$ cat src/rtl/seq_div_pkg.sv
// seq_div_pkg: shared types and constants for the sequential divider.
package seq_div_pkg;

  typedef enum logic [1:0] {
    IDLE = 2'd0,
    BUSY = 2'd1,
    DONE = 2'd2
  } seq_div_state_t;

  // Widest operand the divide-by-zero constant helper can produce.
  localparam int MAX_WIDTH = 128;

  // Quotient reported for a zero divisor: all ones in the low 'width' bits.
  function automatic logic [MAX_WIDTH-1:0] dbz_quotient(input int width);
    logic [MAX_WIDTH-1:0] ones;
    ones = '1;
    return ones >> (MAX_WIDTH - width);
  endfunction

endpackage

$ cat src/rtl/seq_div_step.sv
// seq_div_step: one combinational restoring radix-2 division iteration.
module seq_div_step #(
  parameter int WIDTH = 32
) (
  input  logic [WIDTH:0]   rem_in,
  input  logic             dvd_bit,
  input  logic [WIDTH-1:0] divisor,
  output logic [WIDTH:0]   rem_out,
  output logic             q_bit
);

  logic [WIDTH+1:0] shifted;
  logic [WIDTH+1:0] trial;

  // Shift the next dividend bit in, try the subtraction, restore if it went negative.
  always_comb begin
    shifted = {rem_in, dvd_bit};
    trial   = shifted - {2'b00, divisor};
    if (!trial[WIDTH+1]) begin
      rem_out = trial[WIDTH:0];
      q_bit   = 1'b1;
    end else begin
      rem_out = shifted[WIDTH:0];
      q_bit   = 1'b0;
    end
  end

endmodule

$ cat src/rtl/seq_div.sv
// seq_div: multi-cycle restoring divider with valid/ready handshakes.
// Signed operation is compiled in only when SEQ_DIV_SIGNED_EN is defined.
module seq_div
  import seq_div_pkg::*;
#(
  parameter int WIDTH = 32
) (
  input  logic             clk,
  input  logic             rst,
  input  logic             in_valid,
  output logic             in_ready,
  input  logic [WIDTH-1:0] dividend,
  input  logic [WIDTH-1:0] divisor,
  input  logic             is_signed,
  output logic             out_valid,
  input  logic             out_ready,
  output logic [WIDTH-1:0] quotient,
  output logic [WIDTH-1:0] remainder,
  output logic             div_by_zero,
  output logic             busy
);

  localparam int CNT_W = $clog2(WIDTH);
  localparam logic [WIDTH-1:0] DBZ_Q = WIDTH'(dbz_quotient(WIDTH));
  localparam logic [CNT_W-1:0] LAST_CNT = CNT_W'(WIDTH - 1);

  seq_div_state_t state_q, state_d;
  logic [CNT_W-1:0] cnt;
  logic [WIDTH:0]   rem_q;
  logic [WIDTH-1:0] dvd_q;
  logic [WIDTH-1:0] dsr_q;
  logic [WIDTH-1:0] dvd_mag, dsr_mag;
  logic [WIDTH:0]   rem_next;
  logic             q_bit;
  logic [WIDTH-1:0] quo_mag, rem_mag;
  logic [WIDTH-1:0] quo_final, rem_final;
  logic             accept;
  logic             last_iter;

  assign in_ready  = (state_q == IDLE);
  assign busy      = (state_q == BUSY);
  assign accept    = in_valid && in_ready;
  assign last_iter = (cnt == LAST_CNT);

  seq_div_step #(.WIDTH(WIDTH)) u_step (
    .rem_in  (rem_q),
    .dvd_bit (dvd_q[WIDTH-1]),
    .divisor (dsr_q),
    .rem_out (rem_next),
    .q_bit   (q_bit)
  );

  assign quo_mag = {dvd_q[WIDTH-2:0], q_bit};
  assign rem_mag = rem_next[WIDTH-1:0];

`ifdef SEQ_DIV_SIGNED_EN
  logic dvd_neg, dsr_neg;
  logic neg_quo, neg_rem;

  assign dvd_neg   = is_signed & dividend[WIDTH-1];
  assign dsr_neg   = is_signed & divisor[WIDTH-1];
  assign dvd_mag   = dvd_neg ? -dividend : dividend;
  assign dsr_mag   = dsr_neg ? -divisor : divisor;
  assign quo_final = neg_quo ? -quo_mag : quo_mag;
  assign rem_final = neg_rem ? -rem_mag : rem_mag;

  // Capture the result sign corrections when an operand pair is accepted.
  always_ff @(posedge clk or negedge rst) begin
    if (!rst) begin
      neg_quo <= 1'b0;
      neg_rem <= 1'b0;
    end else if (accept) begin
      neg_quo <= dvd_neg ^ dsr_neg;
      neg_rem <= dvd_neg;
    end
  end
`else
  logic unused_is_signed;

  assign unused_is_signed = is_signed;
  assign dvd_mag   = dividend;
  assign dsr_mag   = divisor;
  assign quo_final = quo_mag;
  assign rem_final = rem_mag;
`endif

  // State register.
  always_ff @(posedge clk or negedge rst) begin
    if (!rst) begin
      state_q <= IDLE;
    end else begin
      state_q <= state_d;
    end
  end

  // Next-state logic: zero divisor skips the iterations entirely.
  always_comb begin
    state_d = state_q;
    case (state_q)
      IDLE: begin
        if (in_valid) begin
          state_d = (divisor == '0) ? DONE : BUSY;
        end
      end
      BUSY: begin
        if (last_iter) begin
          state_d = DONE;
        end
      end
      DONE: begin
        if (out_valid && out_ready) begin
          state_d = IDLE;
        end
      end
      default: state_d = IDLE;
    endcase
  end

  // Datapath: operand capture, one quotient bit per BUSY cycle, result publish.
  // A zero divisor writes its result on accept and raises out_valid one edge later.
  always_ff @(posedge clk or negedge rst) begin
    if (!rst) begin
      cnt         <= '0;
      rem_q       <= '0;
      dvd_q       <= '0;
      dsr_q       <= '0;
      quotient    <= '0;
      remainder   <= '0;
      div_by_zero <= 1'b0;
      out_valid   <= 1'b0;
    end else begin
      case (state_q)
        IDLE: begin
          if (in_valid) begin
            cnt   <= '0;
            rem_q <= '0;
            dvd_q <= dvd_mag;
            dsr_q <= dsr_mag;
            if (divisor == '0) begin
              quotient    <= DBZ_Q;
              remainder   <= dividend;
              div_by_zero <= 1'b1;
            end else begin
              div_by_zero <= 1'b0;
            end
          end
        end
        BUSY: begin
          rem_q <= rem_next;
          dvd_q <= quo_mag;
          cnt   <= cnt + CNT_W'(1);
          if (last_iter) begin
            quotient  <= quo_final;
            remainder <= rem_final;
            out_valid <= 1'b1;
          end
        end
        DONE: begin
          if (!out_valid) begin
            out_valid <= 1'b1;
          end else if (out_ready) begin
            out_valid <= 1'b0;
          end
        end
        default: ;
      endcase
    end
  end

endmodule

$ cat config.mk
export PLATFORM = sky130hd
export DESIGN_NAME = seq_div
export DESIGN_NICKNAME = d
export VERILOG_FILES = /design/src/rtl/seq_div_pkg.sv /design/src/rtl/seq_div_step.sv /design/src/rtl/seq_div.sv
export SDC_FILE = /design/constraint.sdc
export NUM_CORES = 1
export LEC_CHECK = 0
export ABC_AREA = 1
export CAP_MARGIN = 40
export CORE_UTILIZATION = 52
export DETAILED_ROUTE_END_ITERATION = 16
export GPL_TIMING_DRIVEN = 0
export PLACE_DENSITY = 0.74
export SLEW_MARGIN = 0
export SYNTH_ARGS = -nofsm -noshare
export SYNTH_HDL_FRONTEND = slang
export SYNTH_SLANG_ARGS = --single-unit
$ cat constraint.sdc
create_clock -name clk -period 2.5 [get_ports clk]
set_input_delay 0.75 -clock clk [delete_from_list [all_inputs] [get_ports clk]]
set_output_delay 0.75 -clock clk [all_outputs]
set_load 0.05 [all_outputs]
==> flow_summary.ini, run 1 <==
[outcome]
outcome = complete, no violations

[clocking]
holdBufCountCts = 0
cts_buffers = 17
clk_latency_ns = 0.45
cts_tree = yes
cts.htree.levels = 4
clk_pin_slew_worst_paths_ns = 0.07
clk_path_buf_depth = 2
cts_root_buf = clkbuf_16
cts.sinks = 170

[synth]
seq_area_frac_synth = 0.411
synth_edf_count = 0
syn_area_mm2 = 0.0104
synth_seq_cells = 170
synth_cells = 1419
async_reset_ff_frac = 1.00
synthesis.nets = 1523
synthFlopType = dfrtp_1
syn_avg_cell_area_um2 = 7.30
synth_cell_types = 42
synth_warnings = 0

[sta]
fin_crit_ns = 2.48
slew_headroom = 0.343
timing.final.crit_share = 0.991
clock_skew_ns = 0.00971
slew_viol_final = 0
holdWs_ns = 0.204
hold_viol = 0
worst_pin_slew_ns = 0.986
setup_tns_ns = 0
final-setup-viol-count = 0
clock.fmax_mhz = 404
rsz0062_at_grt = yes

[die]
rows = 51
core_area_mm2 = 0.0195
ios = 137
start_util = 0.532
die_width_um = 143
die-area_mm2 = 0.0205
die_height_um = 143

[setup_path]
end_kind = output port
crit_fanout = 4
crit_type = flop to output port
required_ns = 1.75
cp.arrival_ns = 1.73
r2r_slack_ns = 0.05
start_kind = flop

[placement]
dpl.hpwl_um = 24900
gp_congestion = 1.00
place_inst = 1821
numPortBuffers = 135

[route]
wl_per_cell_um = 17.9
first_pass_iters = 6
drtIter0Drc = 895
vias = 10400
drcViolationCount = 0
routed_wl_um = 33600
drtAntennaViolNets = 0
vias_per_cell = 5.53

[pwr]
powerDensity_mw_per_mm2 = 1590
max-vdd-ir-drop_mv = 0.954
finalPower_mw = 22.0
leakage_nw = 6.70

[grt]
overflow = 0
grt_antenna_before_repair = 0
grt_usage = 0.331
grt_max_degree = 119
grt_pass1_vias = 9336
grt_pass1_wl_um = 50300

[layout]
fin_util = 0.709
layout.cells.non_filler = 1877
nFillCells = 1562
drive_above_1_share = 0.163
final_cell_mix = 380 x nand2_1, 185 x inv_1, 165 x dfrtp_1
synthToLayoutAreaGrowth_pct = 33.3
num_antenna_cells = 0
nets = 1703
final_common_cell = nand2_1

[hold_path]
hp-class = input pin to async pin

[job]
maxCapViolCount = 0
-- worst paths after layout --
kind,end,cells past startpoint,start
max reg2reg,remainder[1],17,rem_q[3]
max,in_ready,2,state_q[1]
min reg2reg,dsr_q[19],2,dsr_q[19]
max in group asynchronous,rem_q[19],2,rst
min in group clk,dsr_q[19],2,dsr_q[19]
min,quotient[29],1,rst
-- Yosys cell counts, drive strengths merged (10+ instances only) --
master / count / area, um^2
a21oi: 79 / 410
a31oi: 10 / 62.6
buf: 22 / 149
clkbuf: 36 / 135
dfrtp: 170 / 4250
ha: 34 / 425
inv: 192 / 721
nand2: 399 / 1560
nand3: 156 / 893
nand4: 46 / 288
nor2: 121 / 469
o21a: 21 / 158
o21ai: 61 / 305
or2: 33 / 206
xor2: 15 / 131
-- report_power, final --
group	internal [mW]	switching, mW	total, mW
clock network	1.36	1.30	2.66
registers	4.08	0.932	5.01
logic	5.07	9.25	14.3
-- cells by family after synthesis --
group	count (synthesis)	share of synthesized area
and+or+nand+nor	768	0.338
buffers and inverters	250	0.0970
AOI/OAI and AO/OA	180	0.0971
DFF	170	0.411
adders and majority gates	35	0.0430
xor gates and xnor gates	15	0.0127
muxes	1	0.00109
-- metal layers --
metal	part of all wire	wire, um	up-vias	global-route usage
met5	0	0	-	0
met4	0.043	1460	0	0.151
met3	0.076	2550	87	0.0483
met2	0.45	15100	451	0.503
met1	0.43	14500	4904	0.466
li1	-	-	4946	-
-- repair_timing --
item | in CTS | in global routing
endpoints found under the setup margin | 72 | 104
pin swaps | 8 | 23
resized for setup | 107 | 103
buffers inserted | 3 | 12
gates cloned | 2 | 6
-- cell type report --
type / instances / area, um^2 / area share
buffer: 58 / 437 / 0.0316
clock buffer: 18 / 439 / 0.0318
clock inverter: 14 / 148 / 0.0107
inverter: 192 / 723 / 0.0524
multi-input combinational: 1002 / 5810 / 0.421
sequential: 170 / 4260 / 0.309
tap: 265 / 332 / 0.0240
timing repair buffer: 158 / 1660 / 0.120
-- critical path, cell delays in order (launching register included) --
cell and delay, ns:
dfrtp_1 0.44, nor2_1 0.25, dlygate4sd2_1 0.59
-- metrics by stage --
| stage | instance area (um^2) | setup WS, ns |
|---|---|---|
| floorplan | 10400 | 0.179 |
| global placement | 12000 | -6.32 |
| detailed placement | 12100 | -1.11 |
| CTS | 13200 | -0.00934 |
| global route | 13800 | -0.0886 |
| finish | 13800 | 0.0221 |
-- state kept, by name, indices dropped and copies added, names as in the netlist, 2 cells and up --
signal,flops
rem_q,33
dsr_q,32
dvd_q,32
quotient,32
remainder,32
cnt,5
state_q,2
Power figures use the tool's default switching activity.
==> inputs of run 2 (changes only) <==
- CORE_UTILIZATION: 52 -> 56
- PLACE_DENSITY: 0.74 -> 0.79
==> run 2 against run 1 <==
  * Critical path depth is 8 higher
  * Die area decreased by 7.0%
  * Clock-buffer cell count is 1 lower
  * Fmax fell by 0.58%
  * Final area is 0.84% lower
  * Clock skew grew 0.0047 ns
  * Sequential power increased by 1%
  * Clock power about the same
  * Combinational power about the same
  * Worst hold slack improved by 0.011 ns
==> flow_summary.ini, run 2 (same netlist as run 1, synthesis figures left out) <==
[outcome]
outcome = complete, no violations

[sta]
holdWs_ns = 0.215
clock_skew_ns = 0.0144
hold_viol = 0
slew_headroom = 0.394
final-setup-viol-count = 0
slew_viol_final = 0
finalWorstSetupSlack_ns = 0.00756
timing.final.crit_share = 0.997
rsz0062_at_grt = yes
worst_pin_slew_ns = 0.909
clock.fmax_mhz = 401
fin_crit_ns = 2.49

[grt]
grt_usage = 0.365
overflow = 0
grt_pass1_wl_um = 51100
grt_antenna_before_repair = 0
grt_pass1_vias = 9340
grt_max_degree = 115

[setup_path]
reg2reg_from = rem_q[24]
end_kind = flop
cp_slowest_cell = clkdlybuf4s50_1
required_ns = 2.84
start_kind = input pin
cp.arrival_ns = 2.83
r2r_cells = 13
critical_path.cell_chain = clkdlybuf4s50_1, nor4_2, nand4_1, o21ai_4, nand2_8, clkbuf_16, a21oi_2, nand3_2, nand2_1, inv_1
regToRegEndpoint = remainder[26]
crit_fanout = 8
critPathTopFamily = simple AND/OR/NAND/NOR gates
max_stage_delay_ns = 0.44
worst-path-buf-inv = 3
crit_type = input pin to flop
r2r_slack_ns = 0.04

[hold_path]
hp-class = input pin to async pin

[die]
ios = 137
start_util = 0.575
core_area_mm2 = 0.0180
die-area_mm2 = 0.0190
rows = 49
die_height_um = 138
die_width_um = 138

[layout]
synthToLayoutAreaGrowth_pct = 32.2
layout.cells.non_filler = 1839
drive_above_1_share = 0.170
num_antenna_cells = 0
final_cell_mix = 378 x nand2_1, 181 x inv_1, 164 x dfrtp_1
final_area_mm2 = 0.0137
largest_reg_flops = 33
nets = 1701
final_common_cell = nand2_1
regMostFlops = rem_q

[placement]
place_inst = 1785
numPortBuffers = 135
dpl.hpwl_um = 25700
gp_congestion = 1.00
dpl_worst_slack_ns = -1.11
place_area_mm2 = 0.0120

[route]
first_pass_iters = 6
met1_length_um = 14900
vias = 10600
dr_wl_met2_um = 15800
wl_per_cell_um = 19.3
drtIter0Drc = 1058
routed_wl_um = 35500
top_layer = met4
drtAntennaViolNets = 0
vias_per_cell = 5.76
drcViolationCount = 0
dr_wl_met3_um = 2850

[clocking]
cts_tree = yes
clk_path_buf_depth = 2
cts.sinks = 170
clk_pin_slew_worst_paths_ns = 0.08
clk_latency_ns = 0.45
cts_buffers = 17
cts.htree.levels = 4
cts_root_buf = clkbuf_16

[job]
maxCapViolCount = 0

[pwr]
powerDensity_mw_per_mm2 = 1630
max-vdd-ir-drop_mv = 1.14
leakage_nw = 6.63
finalPower_mw = 22.3
-- run 2: cell type report --
class | count | area (um^2)
Clock buffer | 17 | 425
Fill cell | 1353 | 4340
Clock inverter | 15 | 170
Inverter | 192 | 723
Sequential cell | 170 | 4260
Multi-Input combinational cell | 1001 | 5860
Tap cell | 229 | 287
Buffer | 58 | 400
Timing Repair Buffer | 157 | 1560
-- run 2: through the flow --
step                utilization   TNS, ns
floorplan                     -         0
global placement          0.665  -1155.44
detailed placement        0.668    -77.09
CTS                       0.724  -0.00901
global route              0.759    -0.436
finish                    0.759         0
-- run 2: timing repair --
item	4_1_cts	5_1_grt
hold buffers	0	0
setup buffers	3	14
pin swaps	10	21
resized for setup	103	113
endpoints found under the setup margin	76	99
cloned	1	3
-- run 2: worst max path at each step --
stage | end | depth (start not counted) | startpoint
2_1_floorplan | dvd_q[16] | 7 | state_q[1]
3_3_place_gp | dsr_q[29] | 1 | rst
3_5_place_dp | remainder[31] | 11 | divisor[12]
4_1_cts | busy | 4 | state_q[1]
5_1_grt | remainder[1] | 11 | divisor[14]
6_report | remainder[1] | 10 | divisor[5]
-- run 2: worst register-to-register path: cells and delay by family (launching register included) --
family                   cells  cell delay, ns
flip-flops                   1            0.48
buffers and inverters        3            0.33
AO/OA/AOI/OAI                1            0.26
adder cells (fa/ha/maj)      1            0.36
AND/OR/NAND/NOR              8            0.97
-- run 2: layer usage --
metal / global-route usage / up-vias
li1: - / 4931
met1: 0.502 / 4996
met2: 0.558 / 547
met3: 0.0603 / 122
met4: 0.182 / 0
met5: 0 / -
-- run 2: where the power goes --
part           switching (mW)  internal, mW
clock                    1.33          1.35
sequential              0.982          4.08
combinational            9.52          5.04
total                    11.8          10.5
